File: config.mk
export PLATFORM = sky130hd
export DESIGN_NAME = sdram_rd_capture
export DESIGN_NICKNAME = d
export VERILOG_FILES = /design/src/rtl/sdram_rd_capture.sv
export SDC_FILE = /design/constraint.sdc
export NUM_CORES = 1
export LEC_CHECK = 0
export BUFFER_PORTS_ARGS = -buffer_cell sky130_fd_sc_hd__buf_2
export CAP_MARGIN = 30
export CORE_ASPECT_RATIO = 0.7
export CORE_MARGIN = 4
export CORE_UTILIZATION = 41
export CTS_CLUSTER_SIZE = 8
export DETAILED_ROUTE_END_ITERATION = 8
export PLACE_DENSITY = 0.57
export SLEW_MARGIN = 20
export SYNTH_ARGS = -nofsm -noshare
export SYNTH_HDL_FRONTEND = slang
export SYNTH_SLANG_ARGS = --single-unit
File: constraint.sdc
create_clock -name clk -period 5.5 [get_ports clk]
set_input_delay 0.55 -clock clk [delete_from_list [all_inputs] [get_ports clk]]
set_output_delay 0.55 -clock clk [all_outputs]
set_load 0.01 [all_outputs]
File: src/rtl/sdram_rd_capture.sv
// SDRAM read-data capture: tracks READ commands through a CAS-latency pipeline,
// samples one burst per READ and buffers the words in a first-word-fall-through FIFO.
module sdram_rd_capture #(
    parameter int DW      = 16,
    parameter int CL      = 3,
    parameter int BL      = 4,
    parameter int FIFO_AW = 4
) (
    input  logic              clk,
    input  logic              rst_n,
    input  logic [3:0]        sdram_cmd,
    input  logic [DW-1:0]     sdram_dq_in,
    output logic [DW-1:0]     rd_data,
    output logic              rd_valid,
    input  logic              rd_ready,
    output logic [FIFO_AW:0]  fifo_count,
    output logic              burst_end,
    output logic              overflow,
    input  logic              clr_ovf
);
    localparam int          CW       = $clog2(BL + 1);
    localparam int          DEPTH    = 1 << FIFO_AW;
    localparam logic [3:0]  CMD_READ = 4'b0101;

    logic [CL:0]          pipe_q, pipe_d;
    logic [CW-1:0]        cnt_q, cnt_d;
    logic [FIFO_AW-1:0]   wr_ptr_q, rd_ptr_q;
    logic [FIFO_AW:0]     count_q, count_d;
    logic                 burst_end_q, ovf_q;
    logic [DW-1:0]        mem_q [DEPTH];

    logic start, cap, last, full, pop, wr, drop;

    // A flag in the last pipeline stage starts (or truncates and restarts) a burst,
    // and its first word is captured on the same edge.
    always_comb begin
        pipe_d = {pipe_q[CL-1:0], sdram_cmd == CMD_READ};
        start  = pipe_q[CL];
        cap    = start || (cnt_q != '0);
        if (start) begin
            cnt_d = CW'(BL - 1);
            last  = (BL == 1);
        end else if (cnt_q != '0) begin
            cnt_d = cnt_q - 1'b1;
            last  = (cnt_q == CW'(1));
        end else begin
            cnt_d = cnt_q;
            last  = 1'b0;
        end
    end

    always_comb begin
        full = (count_q == (FIFO_AW + 1)'(DEPTH));
        pop  = rd_valid && rd_ready;
        wr   = cap && (!full || pop);
        drop = cap && full && !pop;
        case ({wr, pop})
            2'b10:   count_d = count_q + 1'b1;
            2'b01:   count_d = count_q - 1'b1;
            default: count_d = count_q;
        endcase
    end

    always_ff @(posedge clk or negedge rst_n) begin
        if (!rst_n) begin
            pipe_q      <= '0;
            cnt_q       <= '0;
            wr_ptr_q    <= '0;
            rd_ptr_q    <= '0;
            count_q     <= '0;
            burst_end_q <= 1'b0;
            ovf_q       <= 1'b0;
        end else begin
            pipe_q      <= pipe_d;
            cnt_q       <= cnt_d;
            count_q     <= count_d;
            burst_end_q <= cap && last;
            if (wr)
                wr_ptr_q <= wr_ptr_q + 1'b1;
            if (pop)
                rd_ptr_q <= rd_ptr_q + 1'b1;
            if (drop)
                ovf_q <= 1'b1;
            else if (clr_ovf)
                ovf_q <= 1'b0;
        end
    end

    // Storage is deliberately left out of reset.
    always_ff @(posedge clk) begin
        if (wr)
            mem_q[wr_ptr_q] <= sdram_dq_in;
    end

    assign rd_valid   = (count_q != '0);
    assign rd_data    = rd_valid ? mem_q[rd_ptr_q] : '0;
    assign fifo_count = count_q;
    assign burst_end  = burst_end_q;
    assign overflow   = ovf_q;

endmodule

# --- Word-level counts from Yosys, hierarchy flattened ---
# Memories as Yosys holds them, arrays and structs flattened.
# Cells that the tools add are included.
word_totals:
  reg_bits: 22
  ram_bits: 256
  memories: 1
classes:
  add_sub_neg: 5
  eq_ne: 5
  mux: 10
  reduce_logical: 14
memory_table:
  columns: ["name", "depth", "word_bits", "rd", "rd_clocked_by_memory_dff", "wr", "line_no", "source"]
  rows:
  - ["mem_q", 16, 16, 1, 0, 1, "30", "logic [DW-1:0] mem_q [DEPTH];"]
ops:
  columns: ["operator", "n"]
  rows:
  - ["16-bit 2-to-1 mux", 1]
  - ["5-bit case mux with 2 select lines", 1]
  - ["4-bit by 1-bit adder with 4-bit output, second input constant", 2]
  - ["1-bit 2-to-1 mux", 6]
  - ["3-bit 2-to-1 mux", 2]
  - ["2-bit nonzero test", 3]
  - ["5-bit by 1-bit adder with 5-bit output, second input constant", 1]
  - ["5-bit equality test, second input constant", 1]
  - ["1-bit logical AND", 5]
  - ["5-bit nonzero test", 1]
  - ["5-bit by 1-bit subtractor with 5-bit output, second input constant", 1]
  - ["4-bit by 3-bit equality test with 1-bit output, second input constant", 1]
  - ["3-bit by 1-bit equality test with 1-bit output, second input constant", 1]
  - ["3-bit nonzero test", 1]
  - ["3-bit by 1-bit subtractor with 3-bit output, second input constant", 1]
  - ["2-bit by 1-bit equality test with 1-bit output, second input constant", 1]
  - ["2-bit equality test, second input constant", 1]
  - ["1-bit logical NOT", 2]
  - ["1-bit logical OR", 2]

# --- Depth between registers and ports, before layout ---
# Gate-level depths: netlist of the first run.
depth:
  word_depth: 6
  mapped_depth: 10

# --- Least setup slack after synthesis of the first run ---
# OpenSTA, ideal clock, no wires.
synth_timing:
  path_kind: "register to register"
  start: "reg cnt_q[0]"
  end: "mem mem_q[3][0] (enable)"
  arrival_time_ps: 1850
  slack_ps: 3276
  stages_incl_launch_ff: 7
  path_buffers: 0
  synth_period_minus_slack_ps: 2224
  path_cell_list: "dfrtp_1 inv_1 ha_1 nor3b_2 a21oi_1 nor3b_1 and2_1"
synth_between:
  elab_chain_cells: 5
synth_lines:
  columns: ["item", "line_no", "source"]
  rows:
  - ["start, declared", "26", "logic [CW-1:0] cnt_q, cnt_d;"]
  - ["start signal, assigned", "75", "cnt_q <= cnt_d;"]
  - ["3-bit nonzero test", "39", "cap = start || (cnt_q != '0);"]
  - ["1-bit logical OR", "39", null]
  - ["1-bit logical AND", "55", "wr = cap && (!full || pop);"]
  - ["1-bit 2-to-1 mux", "91", "if (wr)"]
  - ["1-bit 2-to-1 mux (implied by the code)", "92", "mem_q[wr_ptr_q] <= sdram_dq_in;"]
  - ["end, declared", "30", null]
# No other way between the ends.

# --- Worst setup path after layout of the first run ---
layout_timing:
  start: "reg rd_ptr_q[0]"
  end: "out rd_data[11]"
layout_between:
  elab_chain_cells: 2
layout_lines:
  columns: ["item", "line_no", "source"]
  rows:
  - ["start, declared", "27", "logic [FIFO_AW-1:0] wr_ptr_q, rd_ptr_q;"]
  - ["start signal, assigned", "81", "rd_ptr_q <= rd_ptr_q + 1'b1;"]
  - ["memory read 16 x 16 bit", null, null]
  - ["16-bit 2-to-1 mux", "96", "assign rd_data = rd_valid ? mem_q[rd_ptr_q] : '0;"]
  - ["end, declared", "13", "output logic [DW-1:0] rd_data,"]
# No other way between the ends.

==> reports/results.ini, run 1 <==
[run_status]
run_status=finished clean

[sta]
final_period_minus_worst_setup_slack_ps=3590
fmax_mhz=279
final_min_period_over_clock_period_pct=65.2
relSlewSlack_pct=37.2
report.final.setup_viol=0
finalClockSkew_ps=7.83
drv_slew=0
hold_ws_ps=8.88
finalWorstSetupSlack_ps=1910
hold_viol_final=0
max_slew.worst_pin.slew_ps=941
setup_repair_after_global_routing_missed_its_margin=no
totalNegativeSetupSlack_ps=0

[floorplanning]
design.core.area_um2=26700
pin_count=48
die_h_um=146
die-area_um2=29800
die_w_um=205
placement_rows=50
initial_core_util_pct=41.6

[clocking]
clock-root-buffer=sky130_fd_sc_hd__clkbuf_16
post-cts-setup-buffers=0
clock_sinks=278
htree_levels=2
clock_insertion_delay_worst_skew_ps=520
cts_max_path_buffers=3
cts_tree=done
path_clk_slew_ps=50
post_cts_resized=0
post_cts_hold_buffer_count=0
cts_buffers=40

[yosys]
synthesis.nets=564
synth-warning-count=0
synth_enable_flop_cells=256
synthesis.area_per_instance_um2=20.9
synth.top_cell.area_share_pct=69.3
synth_cell_type_count=45
ys.flop_type=sky130_fd_sc_hd__edfxtp_1
most_instantiated_library_cell_after_synthesis=sky130_fd_sc_hd__edfxtp_1
post-synth-top-area-cell=sky130_fd_sc_hd__edfxtp_1
synth.top_cells.by_count=sky130_fd_sc_hd__edfxtp_1, sky130_fd_sc_hd__mux4_2, sky130_fd_sc_hd__a211oi_1
yosys_register_bits=278
synthArstFlopShare_pct=7.91
yosysSeqAreaShare_pct=74.3
synth.top_cells.by_area=sky130_fd_sc_hd__edfxtp_1, sky130_fd_sc_hd__mux4_2, sky130_fd_sc_hd__dfrtp_1
synth.cell_area_um2=11100
post_synth_inst_count=531

[routing]
drt_first_pass_iters=4
totalWireLength_um=23800
antenna_left=0
route.vias.total=5375
post_drt_wl_per_cell_um=24.0
initialDrtViolationCount=449
detail_route.vias_per_cell=5.42
drcViolationCount=0

[critical_path]
worst-r2r-setup-slack_ps=2460
worstPathArrival_ps=3040
worstSetupStartpointType=flop
critical_path.slowest_cell=sky130_fd_sc_hd__dfrtp_4
worst_r2r_path_depth=7
regToRegEndpoint=mem_q[3][10]
timing.critical_path.max_delay_family=flip-flops
slowest_delay_ps=840
timing.critical_path.fanout_max=39
crit_chain=buf_4 > mux4_2 > mux2i_1 > a211oi_1 > buf_2
critical_path_cell_count=5
worst_ep_required_time_ps=4950
path_class=flop to primary output
worst_r2r_startpoint=cnt_q[0]
cp-end-kind=primary output
path_buf_inv=2

[pwr]
vdd_drop_max_uv=287
switching_share_pct=30.6
leakage_nw=4.29
power.total_w=0.00732
pwr_density_cell_nw_per_um2=567
power.share.combinational_pct=28.8
clockPowerShare_pct=29.7
power_report.internal_total_w=0.00508
power_switching_w=0.00224
share_seq_of_total_power_pct=41.5

[grt]
grt_pass1_wl_um=36400
grt_start_max_net_pins=40
antenna_violations_before_repair=1
first_global_vias=5762
grt.overflow.total=0
grt_util_all_layers_pct=16.3

[placement]
place.detailed.hpwl_um=14100
dpl-instance-area_um2=11800
pre_cts_slack_ps=2070
gp_congestion=0.738
port_buffers=47

[finish]
stdcell_area_um2=12900
post_route_cells_drive_above_1_share_pct=30.4
nets=646
num_antenna_cells=0
areaGrowthSynthToFinish_pct=16.6

[run]
max_cap_viol_count=0

[worst_hold_path]
min_path_type=input pin to async pin

==> layer usage <==
layer  wire length (um)  up-vias  GRT usage [%]
li1                   -     2347              -
met3               2010       43           4.12
met4                421        2           4.45
met2              10700      173           24.3
met1              10700     2810           24.2
met5                 13        -              0
==> cells in the final DEF, fill, tap and decap left out, drive strengths merged <==
| master | n |
|---|---|
| edfxtp | 256 |
| buf | 68 |
| mux4 | 64 |
| clkbuf | 55 |
| a211oi | 32 |
| dfrtp | 22 |
| nor2b | 18 |
| mux2i | 17 |
| and2 | 12 |
| inv | 11 |
| xnor2 | 10 |
| nand2 | 9 |
| ha | 9 |
| and4 | 4 |
| o21ai | 4 |
| nor4 | 3 |
| nand3 | 3 |
| a21oi | 3 |
| nor2 | 3 |
| or2 | 2 |
| and3b | 2 |
| nor3 | 2 |
| a31oi | 2 |
| nand4 | 2 |
| nor3b | 2 |
| o21a | 2 |
| or3 | 1 |
| and4bb | 1 |
| nor4b | 1 |
| nor4bb | 1 |
| or3b | 1 |
| o32ai | 1 |
| a21boi | 1 |
| mux2 | 1 |
| nand4b | 1 |
| o22ai | 1 |
| xor2 | 1 |
==> cell type report <==
cell class / count / area [um2]
Clock buffer: 55 / 1080
Clock inverter: 2 / 17.5
Fill cell: 2200 / 13700
Inverter: 9 / 33.8
Multi-Input combinational cell: 216 / 2640
Sequential cell: 278 / 8250
Tap cell: 364 / 455
Timing Repair Buffer: 68 / 454
==> sequential cells by signal, summed over array words and instances, names as in the netlist <==
name        flops
cnt_q           3
fifo_count      5
rd_ptr_q        4
overflow        1
pipe_q          4
mem_q         256
burst_end       1
wr_ptr_q        4
==> power by group through the flow <==
stage          Sequential, W  Combinational, W  Clock (W)
4_1_cts              0.00306           0.00214    0.00222
3_3_place_gp         0.00314           0.00199          0
6_report             0.00304           0.00211    0.00217
2_1_floorplan        0.00288           0.00160          0
3_5_place_dp         0.00310           0.00212          0
5_1_grt              0.00309           0.00229    0.00233
==> how the worst max path moves through the flow <==
stage / from / to / slack (ps)
2_1_floorplan: cnt_q[0] / mem_q[3][0] / 3280
3_3_place_gp: cnt_q[0] / mem_q[1][11] / 2240
3_5_place_dp: cnt_q[0] / mem_q[2][4] / 2070
4_1_cts: rd_ptr_q[0] / rd_data[11] / 1820
5_1_grt: rd_ptr_q[0] / rd_data[11] / 1730
6_report: rd_ptr_q[0] / rd_data[11] / 1910
==> worst register-to-register path, delay by kind of cell (launching register included) <==
kind	cells	cell delay [ps]
DFF	1	350
AOI/OAI and AO/OA	1	500
and+or+nand+nor	3	1290
adders and majority gates	1	260
buffers and inverters	2	340
==> cells by family after synthesis <==
kind of cell             count (synthesis)  synth area share [%]
adder cells (fa/ha/maj)                  9                  1.02
flip-flops                             278                  74.3
AO/OA/AOI/OAI                           46                  3.24
XOR/XNOR                                11                 0.869
AND/OR/NAND/NOR                         68                  3.94
multiplexers                            82                  14.7
buffers and inverters                   37                  1.95
==> through the flow <==
stage                     utilization (%)  std cells
after floorplan                         -        531
final                                48.5        992
after detailed placement             44.2        931
after global placement               43.9        926
after global routing                 48.5        992
after CTS                            48.3        988
Power figures use the tool's default switching activity.
==> run 2: changes to the inputs <==
Settings changed: PLACE_DENSITY 0.57 to 0.59.
Clock period 5.5 ns to 3 ns, I/O delays scaled along.
==> reports/results.ini, run 2 (synthesized netlist as in run 1, its figures left out) <==
[run_status]
run_status=finished clean

[routing]
drt_first_pass_iters=5
route.vias.total=5548
totalWireLength_um=24600
antenna_left=0
post_drt_wl_per_cell_um=24.2
drcViolationCount=0
initialDrtViolationCount=494
detail_route.vias_per_cell=5.46

[finish]
layout.cells.most_common=sky130_fd_sc_hd__edfxtp_1
num_antenna_cells=0
sequential_cell_area_um2=8250
largest_register_ff_count=256
nets=673
final_core_utilization_pct=49.2
largest_register=mem_q
final.fill_count=2214
post_route_cells_drive_above_1_share_pct=32.6
layout.cells.most_common_list=sky130_fd_sc_hd__edfxtp_1, sky130_fd_sc_hd__mux4_2, sky130_fd_sc_hd__buf_2
multi_input_area_um2=2630
areaGrowthSynthToFinish_pct=18.2

[floorplanning]
pin_count=48
die_h_um=146
initial_core_util_pct=41.6
placement_rows=50
die-area_um2=29800
die_w_um=205
design.core.area_um2=26700

[critical_path]
worst_r2r_startpoint=cnt_q[0]
crit_path_start=rd_ptr_q[3]
worstSetupStartpointType=flop
worst_ep_required_time_ps=2700
worstPathArrival_ps=2490
path_class=flop to primary output
cp-end-kind=primary output
timing.critical_path.fanout_max=23

[clocking]
htree_levels=2
post_cts_resized=0
cts_tree=done
cts_buffers=40
cts_max_path_buffers=3
clock_sinks=278
clock_insertion_delay_worst_skew_ps=500
clock-root-buffer=sky130_fd_sc_hd__clkbuf_16
path_clk_slew_ps=60

[placement]
gp_congestion=0.756
place.detailed.hpwl_um=14700
port_buffers=47

[sta]
drv_slew=0
totalNegativeSetupSlack_ps=0
max_slew.worst_pin.slew_ps=558
setup_repair_after_global_routing_missed_its_margin=no
hold_viol_final=0
finalClockSkew_ps=12.7
report.final.setup_viol=0
final_period_minus_worst_setup_slack_ps=2790
final_min_period_over_clock_period_pct=93.0
fmax_mhz=358
relSlewSlack_pct=62.8

[grt]
antenna_violations_before_repair=0
first_global_vias=5794
grt_start_max_net_pins=33
grt_pass1_wl_um=37200
grt_util_all_layers_pct=16.7
grt.overflow.total=0

[run]
max_cap_viol_count=0

[worst_hold_path]
min_path_type=input pin to flop
hold_path_startpoint=rd_ready

[pwr]
pwr_density_cell_nw_per_um2=1040
vdd_drop_max_uv=637
leakage_nw=4.42

[run 2: changes by cell type in the layout (fill, tap and decap cells not counted), sizes merged]
cell         change
buf             +23
dlygate4sd3      +4
clkbuf           -2
clkinv           +1
inv              -1
[run 2: stage by stage]
stage | hold slack, ps | instances | setup slack, ps | power [W] | area, um2
floorplan | 4.41 | 531 | 776 | 0.00822 | 11100
global placement | 307 | 952 | 500 | 0.00961 | 11900
detailed placement | 309 | 952 | 438 | 0.00974 | 11900
CTS | 143 | 1016 | 66.7 | 0.0138 | 13100
global route | 163 | 1017 | 107 | 0.0144 | 13100
finish | 152 | 1017 | 210 | 0.0136 | 13100
[run 2: what timing repair did]
item                                    4_1_cts  5_1_grt
endpoints found under the setup margin        1        5
hold buffers                                  4        0
endpoints found under the hold margin        24        0
buffers inserted                              5        1
[run 2: worst max-delay path, cell delays in order (launching register included)]
cell,delay [ps]
sky130_fd_sc_hd__dfrtp_2,650
sky130_fd_sc_hd__buf_12,270
sky130_fd_sc_hd__mux4_2,310
sky130_fd_sc_hd__nor2b_1,140
sky130_fd_sc_hd__a211oi_1,370
sky130_fd_sc_hd__a211oi_1,90
sky130_fd_sc_hd__buf_2,160
[run 2: worst paths after layout]
| check | endpoint | slack, ps | cells past startpoint |
|---|---|---|---|
| worst max-delay path | rd_data[13] | 210 | 6 |
| worst min-delay path | rd_ptr_q[0] | 150 | 3 |
| worst max register to register | mem_q[13][12] | 450 | 6 |
| worst min register to register | pipe_q[3] | 340 | 0 |
| max in group asynchronous | rd_ptr_q[1] | 2300 | 2 |
| min in group asynchronous | wr_ptr_q[3] | 310 | 2 |
[run 2: per-layer routing]
| layer | up-vias | global-route usage (%) | part of all wire, % |
|---|---|---|---|
| li1 | 2402 | - | - |
| met4 | 0 | 3.92 | 2.0 |
| met5 | - | 0 | 0 |
| met2 | 173 | 25.4 | 47 |
| met3 | 35 | 3.36 | 6.2 |
| met1 | 2938 | 25.0 | 45 |
[run 2: cell type report]
cell class                 count  share of cell area, %
inverter                       9                  0.258
clock buffer                  53                   8.09
sequential                   278                   62.9
tap                          364                   3.47
multi-input combinational    216                   20.1
clock inverter                 2                  0.191
timing repair buffer          95                   5.00
[run 2: where the power goes]
part | total [W] | switching, W | internal, W
Combinational | 0.00426 | 0.00228 | 0.00199
Sequential | 0.00544 | 0.000398 | 0.00504
Clock | 0.00394 | 0.00151 | 0.00243
Total | 0.0136 | 0.00418 | 0.00945
==> run 3: changes to the inputs <==
Settings changed: CELL_PAD_IN_SITES_DETAIL_PLACEMENT from default to 1, CELL_PAD_IN_SITES_GLOBAL_PLACEMENT from default to 2, CORE_UTILIZATION 41 to 44, PLACE_DENSITY 0.59 to 0.76.
==> reports/results.ini, run 3 (synthesized netlist as in run 1, its figures left out) <==
[run_status]
run_status=finished clean

[critical_path]
timing.critical_path.max_delay_family=flip-flops
worst_ep_required_time_ps=2700
timing.critical_path.fanout_max=21
path_class=flop to primary output
worstSetupStartpointType=flop
worstPathArrival_ps=2540
critical_path.slowest_cell=sky130_fd_sc_hd__dfrtp_2
slowest_delay_ps=700
crit_chain=buf_12 > mux4_2 > nor2b_1 > a211oi_2 > a211oi_1 > buf_2
cp-end-kind=primary output
path_buf_inv=2

[grt]
grt_util_all_layers_pct=18.9
grt_start_max_net_pins=40
gr-usage-met3_pct=3.58
gr-usage-met1_pct=27.6
use_met2_pct=30.2
grt.overflow.total=0
first_global_vias=6152
antenna_violations_before_repair=0
grt.busiest_layer=met2
grt_pass1_wl_um=39400

[floorplanning]
pin_count=48
initial_core_util_pct=44.8
design.core.area_um2=24700
die_w_um=198
placement_rows=48
die-area_um2=27800
die_h_um=141

[finish]
num_antenna_cells=0
areaGrowthSynthToFinish_pct=17.8
stdcell_area_um2=13100
nets=671
post_route_cells_drive_above_1_share_pct=32.6
layout.cells.most_common=sky130_fd_sc_hd__edfxtp_1
final_core_utilization_pct=52.8
layout.cells.most_common_list=sky130_fd_sc_hd__edfxtp_1, sky130_fd_sc_hd__mux4_2, sky130_fd_sc_hd__buf_2
largest_register_ff_count=256
largest_register=mem_q

[routing]
initialDrtViolationCount=467
totalWireLength_um=25600
route.vias.total=5565
detail_route.vias_per_cell=5.69
drt_first_pass_iters=5
antenna_left=0
drcViolationCount=0
post_drt_wl_per_cell_um=26.2

[pwr]
pwr_density_cell_nw_per_um2=1050
leakage_nw=4.42
vdd_drop_max_uv=601
power.total_w=0.0137

[worst_hold_path]
min_path_type=input pin to flop

[sta]
final_min_period_over_clock_period_pct=94.6
hold_viol_final=0
setup_repair_after_global_routing_missed_its_margin=no
max_slew.worst_pin.slew_ps=667
final_period_minus_worst_setup_slack_ps=2840
fmax_mhz=352
relSlewSlack_pct=55.5
finalClockSkew_ps=16.0
report.final.setup_viol=0
totalNegativeSetupSlack_ps=0
drv_slew=0

[clocking]
cts_buffers=40
clock_sinks=278
htree_levels=2
clock-root-buffer=sky130_fd_sc_hd__clkbuf_16
cts_max_path_buffers=3
path_clk_slew_ps=50
cts_tree=done
clock_insertion_delay_worst_skew_ps=520

[run]
max_cap_viol_count=0

[placement]
place.detailed.hpwl_um=15600
gp_congestion=0.730
port_buffers=47
dpl-instance-area_um2=11900

## run 3: repair_timing
item,in CTS,in global routing
buffers inserted,3,0
hold endpoints to repair,24,0
hold buffers,4,0
setup endpoints to repair,6,0
gates resized for setup,2,0
## run 3: metal layers
metal | part of all wire (%) | wire, um
met2 | 48 | 12200
met4 | 1.6 | 408
met1 | 45 | 11400
met5 | 0 | 0
met3 | 6.1 | 1550
## run 3: final timing paths
check	startpoint	endpoint	slack (ps)	cells past startpoint
setup / recovery	rd_ptr_q[3]	rd_data[9]	160	6
hold / removal	rd_ready	rd_ptr_q[0]	160	3
setup reg to reg	cnt_q[0]	mem_q[2][15]	530	7
hold reg to reg	pipe_q[0]	pipe_q[1]	350	0
max in group asynchronous	rst_n	rd_ptr_q[0]	2290	2
min in group asynchronous	rst_n	pipe_q[2]	310	2
## run 3: area by class of cell
| class | count | area [um2] |
|---|---|---|
| fillers | 2198 | 11700 |
| clock buffers | 55 | 1090 |
| multi-input cells | 216 | 2640 |
| flip-flops and latches | 278 | 8250 |
| repair buffers | 93 | 632 |
| clock inverters | 2 | 17.5 |
| inverters | 9 | 33.8 |
| well taps | 325 | 407 |
## run 3: worst register-to-register path: stages (launching register included)
cell                      delay [ps]
sky130_fd_sc_hd__dfrtp_1         350
sky130_fd_sc_hd__inv_1            80
sky130_fd_sc_hd__ha_1            270
sky130_fd_sc_hd__nor3b_2         220
sky130_fd_sc_hd__a21oi_1         320
sky130_fd_sc_hd__nor3b_1         390
sky130_fd_sc_hd__and2_1          190
sky130_fd_sc_hd__buf_4           310
## run 3: power breakdown
group,leakage (nW),total (W),internal [W],switching (W)
registers,2.59,0.00542,0.00504,0.000385
logic,1.30,0.00425,0.00195,0.00230
clock network,0.537,0.00403,0.00249,0.00154
total,4.42,0.0137,0.00947,0.00423
## run 3: stage by stage
stage	cells	worst slack (ps)	hold slack, ps
finish	978	161	163
global route	978	48.1	160
CTS	978	134	149
detailed placement	914	399	315
global placement	914	472	297
floorplan	531	776	4.41
